**src/rtl/instruction_fetch.sv**
```systemverilog
// Instruction fetch stage: issues in-order instruction-memory reads at the current PC,
// buffers returned words with their PCs, and hands them to decode over valid/ready.
module instruction_fetch #(
    parameter int FIFO_DEPTH = 2
) (
    input  logic        i_Clk,
    input  logic        i_Rst_n,
    input  logic [31:0] i_PC,
    output logic        o_PC_EN,
    output logic [31:0] o_NewPC,
    output logic        o_IMem_Req,
    output logic [31:0] o_IMem_Addr,
    input  logic        i_IMem_Gnt,
    input  logic        i_IMem_RValid,
    input  logic [31:0] i_IMem_RData,
    input  logic        i_Redirect,
    input  logic [31:0] i_RedirectPC,
    output logic        o_Instr_Valid,
    output logic [31:0] o_Instr,
    output logic [31:0] o_Instr_PC,
    input  logic        i_Instr_Ready
);

    localparam int PW = $clog2(FIFO_DEPTH);
    localparam int CW = PW + 1;
    localparam logic [CW-1:0] DEPTH_C = CW'(FIFO_DEPTH);
    localparam logic [CW-1:0] ZERO_C  = CW'(0);
    localparam logic [PW-1:0] PINC_C  = PW'(1);

    logic [31:0]           pc_r   [FIFO_DEPTH];
    logic [31:0]           data_r [FIFO_DEPTH];
    logic [FIFO_DEPTH-1:0] filled_r;
    logic [PW-1:0]         alloc_ptr_r;
    logic [PW-1:0]         fill_ptr_r;
    logic [PW-1:0]         head_ptr_r;
    logic [CW-1:0]         cnt_r;
    logic [CW-1:0]         out_r;
    logic [CW-1:0]         disc_r;

    logic        req_s;
    logic        grant_s;
    logic        rsp_s;
    logic        drop_s;
    logic        write_s;
    logic        valid_s;
    logic        pop_s;
    logic        pc_en_s;
    logic [31:0] new_pc_s;

    // Request, response and pop qualification plus the PC register update.
    always_comb begin
        req_s    = 1'b0;
        pc_en_s  = 1'b0;
        new_pc_s = 32'd0;
        // Gating with i_Rst_n keeps the memory and PC interfaces quiet while held in reset.
        req_s    = i_Rst_n && !i_Redirect && (cnt_r < DEPTH_C) && (out_r < DEPTH_C);
        grant_s  = req_s && i_IMem_Gnt;
        // A response with nothing outstanding is spurious and is ignored.
        rsp_s    = i_IMem_RValid && (out_r != ZERO_C);
        drop_s   = rsp_s && (disc_r != ZERO_C);
        write_s  = rsp_s && (disc_r == ZERO_C) && !i_Redirect;
        valid_s  = filled_r[head_ptr_r] && !i_Redirect;
        pop_s    = valid_s && i_Instr_Ready;
        if (!i_Rst_n) begin
            pc_en_s  = 1'b0;
            new_pc_s = 32'd0;
        end else if (i_Redirect) begin
            pc_en_s  = 1'b1;
            new_pc_s = i_RedirectPC & 32'hFFFF_FFFC;
        end else if (grant_s) begin
            pc_en_s  = 1'b1;
            new_pc_s = i_PC + 32'd4;
        end else begin
            pc_en_s  = 1'b0;
            new_pc_s = 32'd0;
        end
    end

    assign o_IMem_Req    = req_s;
    assign o_IMem_Addr   = i_PC;
    assign o_PC_EN       = pc_en_s;
    assign o_NewPC       = new_pc_s;
    assign o_Instr_Valid = valid_s;
    assign o_Instr       = data_r[head_ptr_r];
    assign o_Instr_PC    = pc_r[head_ptr_r];

    // Instruction buffer, pointers and outstanding/discard bookkeeping.
    always_ff @(posedge i_Clk or negedge i_Rst_n) begin
        if (!i_Rst_n) begin
            for (int i = 0; i < FIFO_DEPTH; i++) begin
                pc_r[i]   <= 32'd0;
                data_r[i] <= 32'd0;
            end
            filled_r    <= '0;
            alloc_ptr_r <= '0;
            fill_ptr_r  <= '0;
            head_ptr_r  <= '0;
            cnt_r       <= ZERO_C;
            out_r       <= ZERO_C;
            disc_r      <= ZERO_C;
        end else if (i_Redirect) begin
            // Everything still in flight becomes stale; a response landing now is already dropped.
            filled_r    <= '0;
            alloc_ptr_r <= '0;
            fill_ptr_r  <= '0;
            head_ptr_r  <= '0;
            cnt_r       <= ZERO_C;
            out_r       <= out_r - CW'(rsp_s);
            disc_r      <= out_r - CW'(rsp_s);
        end else begin
            if (pop_s) begin
                filled_r[head_ptr_r] <= 1'b0;
                head_ptr_r           <= head_ptr_r + PINC_C;
            end
            if (grant_s) begin
                pc_r[alloc_ptr_r]     <= i_PC;
                filled_r[alloc_ptr_r] <= 1'b0;
                alloc_ptr_r           <= alloc_ptr_r + PINC_C;
            end
            if (write_s) begin
                data_r[fill_ptr_r]   <= i_IMem_RData;
                filled_r[fill_ptr_r] <= 1'b1;
                fill_ptr_r           <= fill_ptr_r + PINC_C;
            end
            cnt_r  <= cnt_r + CW'(grant_s) - CW'(pop_s);
            out_r  <= out_r + CW'(grant_s) - CW'(rsp_s);
            disc_r <= disc_r - CW'(drop_s);
        end
    end

endmodule
```
**config.mk**
```make
export PLATFORM = sky130hd
export DESIGN_NAME = instruction_fetch
export DESIGN_NICKNAME = d
export VERILOG_FILES = /design/src/rtl/instruction_fetch.sv
export SDC_FILE = /design/constraint.sdc
export NUM_CORES = 1
export LEC_CHECK = 0
export BUFFER_PORTS_ARGS = -buffer_cell sky130_fd_sc_hd__buf_2
export CORE_MARGIN = 2
export CORE_UTILIZATION = 30
export CTS_CLUSTER_SIZE = 28
export DETAILED_ROUTE_END_ITERATION = 6
export GPL_TIMING_DRIVEN = 0
export SLEW_MARGIN = 20
export SYNTH_ARGS = -nofsm -noshare
export SYNTH_HDL_FRONTEND = slang
export SYNTH_SLANG_ARGS = --single-unit
export TNS_END_PERCENT = 50
```
**constraint.sdc**
```tcl
create_clock -name i_Clk -period 3.3 [get_ports i_Clk]
set_input_delay 0.33 -clock i_Clk [delete_from_list [all_inputs] [get_ports i_Clk]]
set_output_delay 0.33 -clock i_Clk [all_outputs]
set_load 0.03 [all_outputs]
```
==> Word-level counts from Yosys, hierarchy flattened <==
Cells that the tools add are included.
{ "word_totals": {"regBits": 139, "latch_bits": 0, "ram_bits": 0, "rom_bits": 0, "in_bits": 102, "output_inout_bits": 131, "elab_cells": 108, "mem_count": 0} }
{ "op_classes": {"add_sub_neg": 10, "n_mul": 0, "div": 0, "n_lt_le_gt_ge": 13, "n_eq_ne": 0, "shifts": 0, "mux": 41, "n_bitwise": 9, "n_reduce_logical": 24} }
{ "ops": {"columns": ["operator", "count"], "rows": [
  ["$mux 32", 11],
  ["$bwmux 64", 2],
  ["$demux 32 s1", 2],
  ["$add 32x3->32 const B", 1],
  ["$mux 2", 9],
  ["$logic_and 1x1->1", 15],
  ["$mux 1", 14],
  ["$reduce_bool 2->1", 5],
  ["$sub 2x1->2", 4],
  ["$ge 2x2->1 const B", 3],
  ["$lt 1x2->1 const B", 3],
  ["$not 1->2", 3],
  ["$add 2x1->2", 2],
  ["$and 2x2->2", 2],
  ["$lt 2x1->1 const B", 2],
  ["$lt 2x2->1 const B", 2],
  ["$not 2->2", 2],
  ["$reduce_and 2->1", 2],
  ["$add 1x1->1 const B", 3],
  ["$demux 1 s1", 3],
  ["$ge 1x1->1 const B", 3],
  ["$logic_not 2->1", 1],
  ["$or 2x2->2", 1],
  ["$logic_not 1->1", 1],
  ["$not 1->1", 1]
]} }

==> Logic depth before layout (Yosys ltp) <==
Gate-level depths: netlist of the first run.
{ "depth": {"depth_word": 14, "ltp_mapped": 11, "ltp_nobuf": 9} }

==> Worst setup path after synthesis of the first run <==
OpenSTA, ideal clock, no wires.
{ "synth_timing": {"path_kind": "reg2out", "startpoint": "reg cnt_r[1]", "endpoint": "out o_NewPC[13]", "arrival_time_ps": 2262, "required_ps": 2970, "path_slack_ps": 708, "stages_incl_launch_ff": 7, "n_path_buf": 2, "cell_sequence": "dfrtp_1 > nor4b_4 > and2_1 > buf_6 > inv_1 > clkbuf_1 > o21ai_0"} }
{ "synth_via": {"elab_chain_cells": 7} }
{ "synth_rtl": {"columns": ["element", "line_no", "rtl"], "rows": [
  ["start, declared", "36", "logic [CW-1:0] cnt_r;"],
  ["start signal, assigned", "125", "cnt_r <= cnt_r + CW'(grant_s) - CW'(pop_s);"],
  ["$lt 2x2->1", "56", "req_s = i_Rst_n && !i_Redirect && (cnt_r < DEPTH_C) && (out_r < DEPTH_C);"],
  ["$logic_and 1x1->1 (2 in series)", "56", null],
  ["named net o_IMem_Req", "11", "output logic o_IMem_Req,"],
  ["$logic_and 1x1->1", "57", "grant_s = req_s && i_IMem_Gnt;"],
  ["$mux 32", "70", "end else if (grant_s) begin"],
  ["$mux 32", "67", "end else if (i_Redirect) begin"],
  ["$mux 32", "64", "if (!i_Rst_n) begin"],
  ["end, declared", "10", "output logic [31:0] o_NewPC,"]
]} }
The timed path passes the listed nets, and every way through them passes these cells.

==> Final worst setup path of the first run <==
{ "layout_timing": {"startpoint": "in i_Rst_n", "endpoint": "out o_NewPC[29]"} }
{ "layout_via": {"elab_chain_cells": 7} }
{ "layout_rtl": {"columns": ["element", "line_no", "rtl"], "rows": [
  ["start, declared", "7", "input logic i_Rst_n,"],
  ["$logic_and 1x1->1 (3 in series)", "56", null],
  ["$logic_and 1x1->1", "57", null],
  ["$mux 32", "70", null],
  ["$mux 32", "67", null],
  ["$mux 32 (*)", "64", null]
]} }
Mark *: on every way between the ends. The rest lies on a longest branch, timed or not.

==> qor.txt, run 1 <==
CTS sink cnt - 139
TritonCTS buffer count - 17
HP Class - input port to register
Ys Warns - 0
sequential area share after synthesis - 47.09%
Cell Count Post-Placement - 1,161
clock-pin slew on the worst setup and hold paths - 0.06 ns
status - finished, final reports clean
initial antenna violation count - 0
Post-Place Cell Area - 8981 um2
antenna-violating nets left - 0
Final setup viols - 0
Reg area - 3478 um2
critical path class - input port to output pin
pin count of the biggest net entering global routing - 80
actual transition at the worst max-transition pin - 0.6501 ns
GRT Util Overall - 15.41%
Worst setup SP type - input port
Root Buffer - clkbuf_16
Area contributors post-synth - dfrtp_1, mux2_2, mux2_4, buf_4, mux2_1
chip width - 160.9 um
Layout area overhead - 30.62%
drt wl/cell - 16.53 um
clock buffer depth - 2
period utilisation layout - 92.81%
Final WS setup - 0.2372 ns
Initial Util - 30.46%
Max Clk Rate - 326.5 MHz
Inserted Diodes - 0
DRC marker count from the first detailed-route iteration - 168
TritonCTS clock tree - done
Die Area - 25,900 um2
Clk network pwr share - 25.5%
unique cell type count in the Yosys netlist - 35
synthesis-stage register bit count - 139
PnR Total Power - 8.030 mW
vias in the first global route - 5,519
pre-CTS setup slack - -0.2304 ns
Core Region - 24,250 um2
Worst EP arrival - 2.73 ns
Seq pwr share - 34.4%
Max FO, Critical Path - 11
leakage power - 4.789 nW
drt total wl - 19,750 um
FP Rows - 57
Mapped Area - 7387 um2
Cells after Synth - 606
Synth area leader - dfrtp_1
num ports - 233
Sw Ratio - 35.98%
Logic pwr share - 40.0%
DR pass1 iterations - 4
via-per-instance ratio - 4.522
Max-slew headroom - 56.66%
max-slew violations - 0
DP HPWL - 14,380 um
non-filler cells, final - 1,195
post-layout util - 39.79%
internal power - 5.140 mW
# DRC - 0
final hold viol count - 0
multi-input logic area - 3435 um2
PwrDens - 832.2 nW/um2
fraction of layout cells with a size suffix above 1 - 55.11%
Clock Skew - 0.007240 ns
Final Cell Area - 9649 um2
FF-to-FF setup slack - 0.45 ns
Layout fillers - 2,424
Die H - 160.9 um
setup_tns - 0 ns
Hold WS - 0.1593 ns
PortBufs - 230
WP data required - 2.97 ns
Net Count, Synth - 715
vias - 5,404
Switch Pwr - 2.890 mW
CP endpoint kind - output pin
final-stage net count - 967
Clock Latency Late Sink - 0.41 ns
max-capacitance violation count - 0
Peak supply drop - 335.8 uV
first-pass GRT wire length - 30,970 um
gpl congestion - 0.8363
Mean Syn Cell Area - 12.19 um2
min Tclk post-route - 3.063 ns
post-synth top area share - 47.09%
unrepaired setup endpoints after global routing - no
depth of the CTS H-tree - 4
grt total ovfl - 0
[area by class of cell]
type,instances,share of cell area [%]
Clock buffer,21,4.772
Tap cell,324,4.201
Clock inverter,11,1.738
Buffer,66,4.474
Inverter,12,0.4668
Multi-Input combinational cell,389,35.59
Timing Repair Buffer,233,12.71
Sequential cell,139,36.05
[synthesized netlist by cell type, drive strengths merged]
library cell	instances
mux2i	3
mux2	186
xor2	9
xnor2	26
a21oi	1
nor2	10
nand4	5
nand2b	2
clkbuf	14
and2	7
a22o	1
nor4b	1
inv	12
nor2b	8
nor3	11
nand3	8
nor4	5
dfrtp	139
a21boi	1
a41o	1
and4	6
nand2	49
and3	4
ha	7
a22oi	6
buf	52
o21ai	32
[metal layers]
layer  global-route usage [%]  part of all wire [%]
met2                    24.91                    48
met4                    3.612                  0.97
met5                        0                     0
met1                    21.29                    47
met3                    3.125                   3.5
[cells by family after synthesis]
kind of cell / Yosys count / synth area share [%]
simple gates: 116 / 8.079
xor+xnor: 35 / 4.150
fa+ha+maj: 7 / 1.186
flops: 139 / 47.09
mux: 189 / 29.88
buf+inv: 78 / 6.419
compound gates: 42 / 3.201
[repair_timing]
action,CTS,global route
hold buffers,2,0
buffers inserted,0,0
endpoints found under the setup margin,2,9
endpoints found under the hold margin,79,0
resized for setup,1,1
[path summary, 6_finish.rpt]
path,startpoint,to,cells after the start
min,i_IMem_RData[15],data_r[15],2
min reg2reg,pc_r[56],pc_r[56],2
min in group asynchronous,i_Rst_n,data_r[43],3
max in group asynchronous,i_Rst_n,pc_r[11],3
max,i_Rst_n,o_NewPC[29],9
max reg2reg,out_r[1],out_r[1],11
[sequential cells by signal, summed over array words and instances, names as in the netlist]
signal       flops
alloc_ptr_r      1
data_r          64
filled_r         2
head_ptr_r       1
fill_ptr_r       1
cnt_r            2
pc_r            64
disc_r           2
out_r            2
[layout by cell type, fill, tap and decap left out, types with 14 or more instances in the layout]
master and count:
mux2_4 22, dfrtp_1 139, o21ai_0 18, clkbuf_16 17, xnor2_1 26, o21ai_1 14, buf_2 239, mux2_2 141
clkbuf_1 15, buf_4 35, nand2_1 48, mux2_1 23
[critical path: stages]
cell           delay [ns]
dlygate4sd3_1        0.57
buf_8                0.17
nor4b_4              0.37
and2_1               0.20
buf_6                0.16
inv_1                0.19
clkbuf_2             0.32
o21ai_1              0.20
buf_2                0.21
[power by group through the flow]
stage | Clock (mW) | Combinational [mW] | Sequential (mW)
finish | 2.05 | 3.22 | 2.76
detailed placement | 0 | 3.25 | 2.79
global route | 2.20 | 3.44 | 2.86
CTS | 2.12 | 3.27 | 2.76
floorplan | 0 | 2.46 | 2.68
global placement | 0 | 3.21 | 2.76
Note: power is estimated with default switching activity, not from simulation.
==> run 2: changes to the inputs <==
CORE_ASPECT_RATIO = 1.4   (was not set)
==> qor.txt, run 2 (synthesis results as in run 1) <==
status - finished, final reports clean
Final Cell Area - 9739 um2 (+0.93%)
unrepaired setup endpoints after global routing - no
vias in the first global route - 5,603 (+1.5%)
TritonCTS buffer count - 17 (unchanged)
Clk network pwr share - 26.0% (+0.5 points)
# DRC - 0 (unchanged)
TritonCTS clock tree - done
Peak supply drop - 481.3 uV (+43%)
DR pass1 iterations - 4 (unchanged)
clock-pin slew on the worst setup and hold paths - 0.06 ns (about the same)
PortBufs - 230 (unchanged)
Worst EP arrival - 2.59 ns (-0.14 ns)
vias - 5,417 (+0.24%)
Switch Pwr - 2.918 mW (+0.99%)
M3 GR Usage - 5.302% (+2.2 points)
gpl congestion - 0.7249 (-13%)
Layout fillers - 2,334 (-3.7%)
max-slew violations - 0 (unchanged)
most frequent cells in the layout - buf_2, mux2_2, dfrtp_1
drt total wl - 19,930 um (+0.90%)
HP Class - input port to async pin
Core Region - 24,060 um2 (-0.78%)
met2 global-route usage - 27.94% (+3.0 points)
Most Crowded Layer GR - met2
Worst setup SP type - register
Logic pwr share - 39.9% (about the same)
initial antenna violation count - 1 (+1)
PwrDens - 832.4 nW/um2 (about the same)
final hold viol count - 0 (unchanged)
CP endpoint kind - output pin
CTS sink cnt - 139 (unchanged)
Root Buffer - clkbuf_16
Final setup viols - 0 (unchanged)
setup repair bufs after CTS - 0 (unchanged)
min Tclk post-route - 2.919 ns (-0.1435 ns)
most common cell after layout, fill and taps aside - buf_2
critical path class - register to output pin
Layout area overhead - 31.84%
final-stage net count - 970 (+0.31%)
DP HPWL - 14,320 um (-0.38%)
Initial Util - 30.70% (+0.24 points)
WP data required - 2.97 ns (about the same)
clock buffer depth - 2 (unchanged)
GR Util met1 - 17.58% (-3.7 points)
internal power - 5.189 mW (+0.94%)
pin count of the biggest net entering global routing - 53 (-34%)
DRC marker count from the first detailed-route iteration - 115 (-32%)
Max Clk Rate - 342.6 MHz (+4.9%)
Seq pwr share - 34.1% (-0.3 points)
period utilisation layout - 88.46% (-4.3 points)
Die H - 189.7 um (+18%)
depth of the CTS H-tree - 4 (unchanged)
fraction of layout cells with a size suffix above 1 - 55.38% (+0.27 points)
max-capacitance violation count - 0 (unchanged)
GRT Util Overall - 15.72% (+0.31 points)
first-pass GRT wire length - 30,930 um (-0.11%)
Max FO, Critical Path - 10 (-1)
grt total ovfl - 0 (unchanged)
Die Area - 25,910 um2 (about the same)
actual transition at the worst max-transition pin - 0.7230 ns (+0.07287 ns)
num ports - 233 (unchanged)
Clock Latency Late Sink - 0.42 ns (about the same)
post-layout util - 40.48% (+0.69 points)
Max-slew headroom - 51.80% (-4.9 points)
FP Rows - 67 (+18%)
drt wl/cell - 16.82 um (+1.7%)
antenna-violating nets left - 0 (unchanged)
Clock Skew - 0.008225 ns (+0.0009854 ns)
top flop regs - data_r: 64 flops, pc_r: 64 flops
chip width - 136.6 um (-15%)
via-per-instance ratio - 4.571 (+1.1%)
leakage power - 4.832 nW (+0.89%)
Post-Place Cell Area - 8964 um2 (-0.19%)
Sw Ratio - 36.00% (about the same)
## run 2: cell types whose count changed in the layout (fill, tap and decap cells not counted), sizes merged
cell / before / now
inv: 12 / 14
clkinvlp: 2 / 4
clkinv: 5 / 4
bufinv: 4 / 5
clkbuf: 36 / 31
diode: 0 / 1
buf: 283 / 286
bufbuf: 0 / 1
## run 2: repair_timing
action / CTS / global route
hold buffers: 4 / 0
setup endpoints to repair: 10 / 0
endpoints found under the hold margin: 52 / 0
gates resized for setup: 1 / 0
## run 2: final timing paths
path                            slack, ns       startpoint             end  cells after the start
worst max-delay path                 0.38       head_ptr_r  o_Instr_PC[26]                      5
worst min-delay path                 0.04          i_Rst_n        pc_r[62]                      3
worst max register to register       0.54         out_r[1]        out_r[1]                     11
worst min register to register       0.47         pc_r[50]        pc_r[50]                      2
max in group asynchronous            2.42          i_Rst_n        pc_r[18]                      4
min in group i_Clk                   0.15  i_IMem_RData[0]      data_r[32]                      2
## run 2: worst max-delay path: stages, from the launching register on
cell and delay (ns):
dfrtp_1 0.32, clkbuf_1 0.26, clkbuf_1 0.49, clkbuf_1 0.50, mux2_2 0.42, buf_2 0.18
## run 2: stage by stage
stage | total power [mW] | hold slack [ns] | setup slack [ns] | TNS (ns) | instances
finish | 8.107 | 0.03605 | 0.3807 | 0 | 1185
global route | 8.575 | 0.04470 | 0.1364 | 0 | 1184
CTS | 8.231 | 0.03781 | 0.2238 | 0 | 1184
detailed placement | 6.044 | 0.2802 | -0.5326 | -2.588 | 1147
global placement | 5.976 | 0.4585 | -2.487 | -215.72 | 1146
floorplan | 5.144 | 0.03441 | 0.7079 | 0 | 606
## run 2: per-layer routing
metal,vias to the layer above,share of wire [%]
met5,-,0
met4,0,1.2
met3,19,6.8
met2,165,51
met1,2638,41
li1,2595,-
## run 2: layout make-up
type	instances	area (um2)	share of cell area, %
Tap cell	310	387.9	3.983
Antenna cell	1	2.502	0.02569
Clock buffer	17	425.4	4.368
Sequential cell	139	3478	35.71
Multi-Input combinational cell	389	3435	35.26
Timing Repair Buffer	236	1314	13.49
Clock inverter	15	221.5	2.274
Buffer	66	430.4	4.419
Inverter	12	45.04	0.4625
## run 2: power by group through the flow
stage	logic (mW)	clock network [mW]	registers (mW)
after CTS	3.29	2.18	2.77
final	3.23	2.11	2.76
after global routing	3.47	2.24	2.86
after floorplan	2.46	0	2.68
after global placement	3.22	0	2.76
after detailed placement	3.25	0	2.79
==> run 3: changes to the inputs <==
==> constraint.sdc (replaced) <==
create_clock -name i_Clk -period 3.41 [get_ports i_Clk]
set_input_delay 0.5115 -clock i_Clk [delete_from_list [all_inputs] [get_ports i_Clk]]
set_output_delay 0.5115 -clock i_Clk [all_outputs]
set_load 0.03 [all_outputs]
==> qor.txt, run 3 (synthesis results as in run 1) <==
first-pass GRT wire length - 30,940 um (about the same)
Final setup viols - 0 (unchanged)
leakage power - 4.824 nW (-0.17%)
grt total ovfl - 0 (unchanged)
DRC marker count from the first detailed-route iteration - 118 (+2.6%)
GRT Util Overall - 15.74% (+0.023 points)
Max Clk Rate - 321.9 MHz
Max FO, Critical Path - 10 (unchanged)
Clock Latency Late Sink - 0.42 ns (about the same)
max-slew violations - 0 (unchanged)
most common cell after layout, fill and taps aside - buf_2
Root Buffer - clkbuf_16
final-stage net count - 968 (-0.21%)
Die H - 189.7 um (unchanged)
pin count of the biggest net entering global routing - 53 (unchanged)
clock buffer depth - 2 (unchanged)
actual transition at the worst max-transition pin - 0.7238 ns (+0.0008761 ns)
min Tclk post-route - 3.107 ns
status - finished, final reports clean
Post-Place Cell Area - 8964 um2 (unchanged)
depth of the CTS H-tree - 4 (unchanged)
Worst setup SP type - register
fraction of layout cells with a size suffix above 1 - 55.39% (about the same)
FP Rows - 67 (unchanged)
Initial Util - 30.70% (unchanged)
DP HPWL - 14,320 um (unchanged)
final hold viol count - 0 (unchanged)
HP Class - input port to async pin
TritonCTS buffer count - 17 (unchanged)
Max-slew headroom - 51.74% (-0.058 points)
WP data required - 2.90 ns (-0.07 ns)
Die Area - 25,910 um2 (unchanged)
unrepaired setup endpoints after global routing - no
top flop regs - data_r: 64 flops, pc_r: 64 flops
CTS sink cnt - 139 (unchanged)
antenna-violating nets left - 0 (unchanged)
Peak supply drop - 463.1 uV (-3.8%)
most frequent cells in the layout - buf_2, mux2_2, dfrtp_1
PwrDens - 807.1 nW/um2 (-3.0%)
Worst EP arrival - 2.60 ns (about the same)
PortBufs - 230 (unchanged)
Cell Count Post-Placement - 1,147 (unchanged)
DR pass1 iterations - 4 (unchanged)
drt wl/cell - 16.85 um (+0.20%)
initial antenna violation count - 1 (unchanged)
drt total wl - 19,940 um (about the same)
Layout area overhead - 31.47%
period utilisation layout - 91.11%
non-filler cells, final - 1,183 (-0.17%)
critical path class - register to output pin
CP endpoint kind - output pin
Final Cell Area - 9712 um2 (-0.28%)
num ports - 233 (unchanged)
Core Region - 24,060 um2 (unchanged)
PnR Total Power - 7.839 mW (-3.3%)
gpl congestion - 0.7249 (unchanged)
# DRC - 0 (unchanged)
Clock Skew - 0.008359 ns (+0.0001345 ns)
vias - 5,400 (-0.31%)
clock-pin slew on the worst setup and hold paths - 0.06 ns (about the same)
via-per-instance ratio - 4.565 (-0.15%)
Layout fillers - 2,339 (+0.21%)
TritonCTS clock tree - done
vias in the first global route - 5,595 (-0.14%)
max-capacitance violation count - 0 (unchanged)
chip width - 136.6 um (unchanged)
==> run 3: changes by cell type in the layout (fill, tap and decap cells not counted), sizes merged <==
cell and change:
buf -2, dlygate4sd3 -1, bufbuf +1
==> run 3: critical path, cell delays in order (launching register included) <==
cell and delay [ns]:
dfrtp_1 0.32, clkbuf_1 0.26, clkbuf_1 0.49, clkbuf_1 0.50, mux2_2 0.42, buf_2 0.18
==> run 3: area by class of cell <==
cell class / instances / area [um2] / area share, %
Antenna cell: 1 / 2.502 / 0.02577
Buffer: 66 / 430.4 / 4.432
Clock buffer: 17 / 425.4 / 4.380
Clock inverter: 15 / 221.5 / 2.280
Inverter: 12 / 45.04 / 0.4638
Multi-Input combinational cell: 389 / 3435 / 35.36
Sequential cell: 139 / 3478 / 35.82
Tap cell: 310 / 387.9 / 3.994
Timing Repair Buffer: 234 / 1286 / 13.24
==> run 3: metal layers <==
layer  vias to the layer above  wire length [um]  share of wire (%)  track usage, %
met5                         -                 0                  0               0
met4                         0               241                1.2           4.688
met3                        20              1361                6.8           5.302
met2                       169             10150                 51           28.00
met1                      2623              8183                 41           17.60
li1                       2588                 -                  -               -
==> run 3: timing repair <==
action | CTS | global route
gates resized for setup | 2 | 0
buffers inserted | 0 | 0
setup endpoints to repair | 20 | 0
endpoints found under the hold margin | 52 | 0
hold buffers | 1 | 0
==> run 3: power breakdown <==
part / switching [mW] / internal (mW) / leakage (nW) / total (mW)
Clock: 0.742 / 1.30 / 0.306 / 2.04
Combinational: 1.74 / 1.39 / 2.74 / 3.12
Sequential: 0.338 / 2.34 / 1.78 / 2.67
Total: 2.82 / 5.02 / 4.82 / 7.84
==> run 3: worst paths after layout <==
check,start,to,slack [ns],cells past startpoint
max,head_ptr_r,o_Instr_PC[26],0.30,5
min,i_Rst_n,pc_r[3],0.05,2
max reg2reg,out_r[1],out_r[1],0.66,11
min reg2reg,pc_r[50],pc_r[50],0.48,2
max in group asynchronous,i_Rst_n,data_r[37],2.95,2
min in group i_Clk,i_IMem_RData[0],data_r[32],0.33,2
==> run 3: stage by stage <==
stage	hold WS, ns	setup WS [ns]	utilization, %	TNS [ns]
final	0.04654	0.3031	40.37	0
after global routing	0.03432	0.06486	40.36	0
after CTS	0.02883	0.1523	40.36	0
after detailed placement	0.4617	-0.6041	37.26	-6.640
after global placement	0.4585	-2.558	37.10	-239.33
after floorplan	0.2159	0.5217	-	0
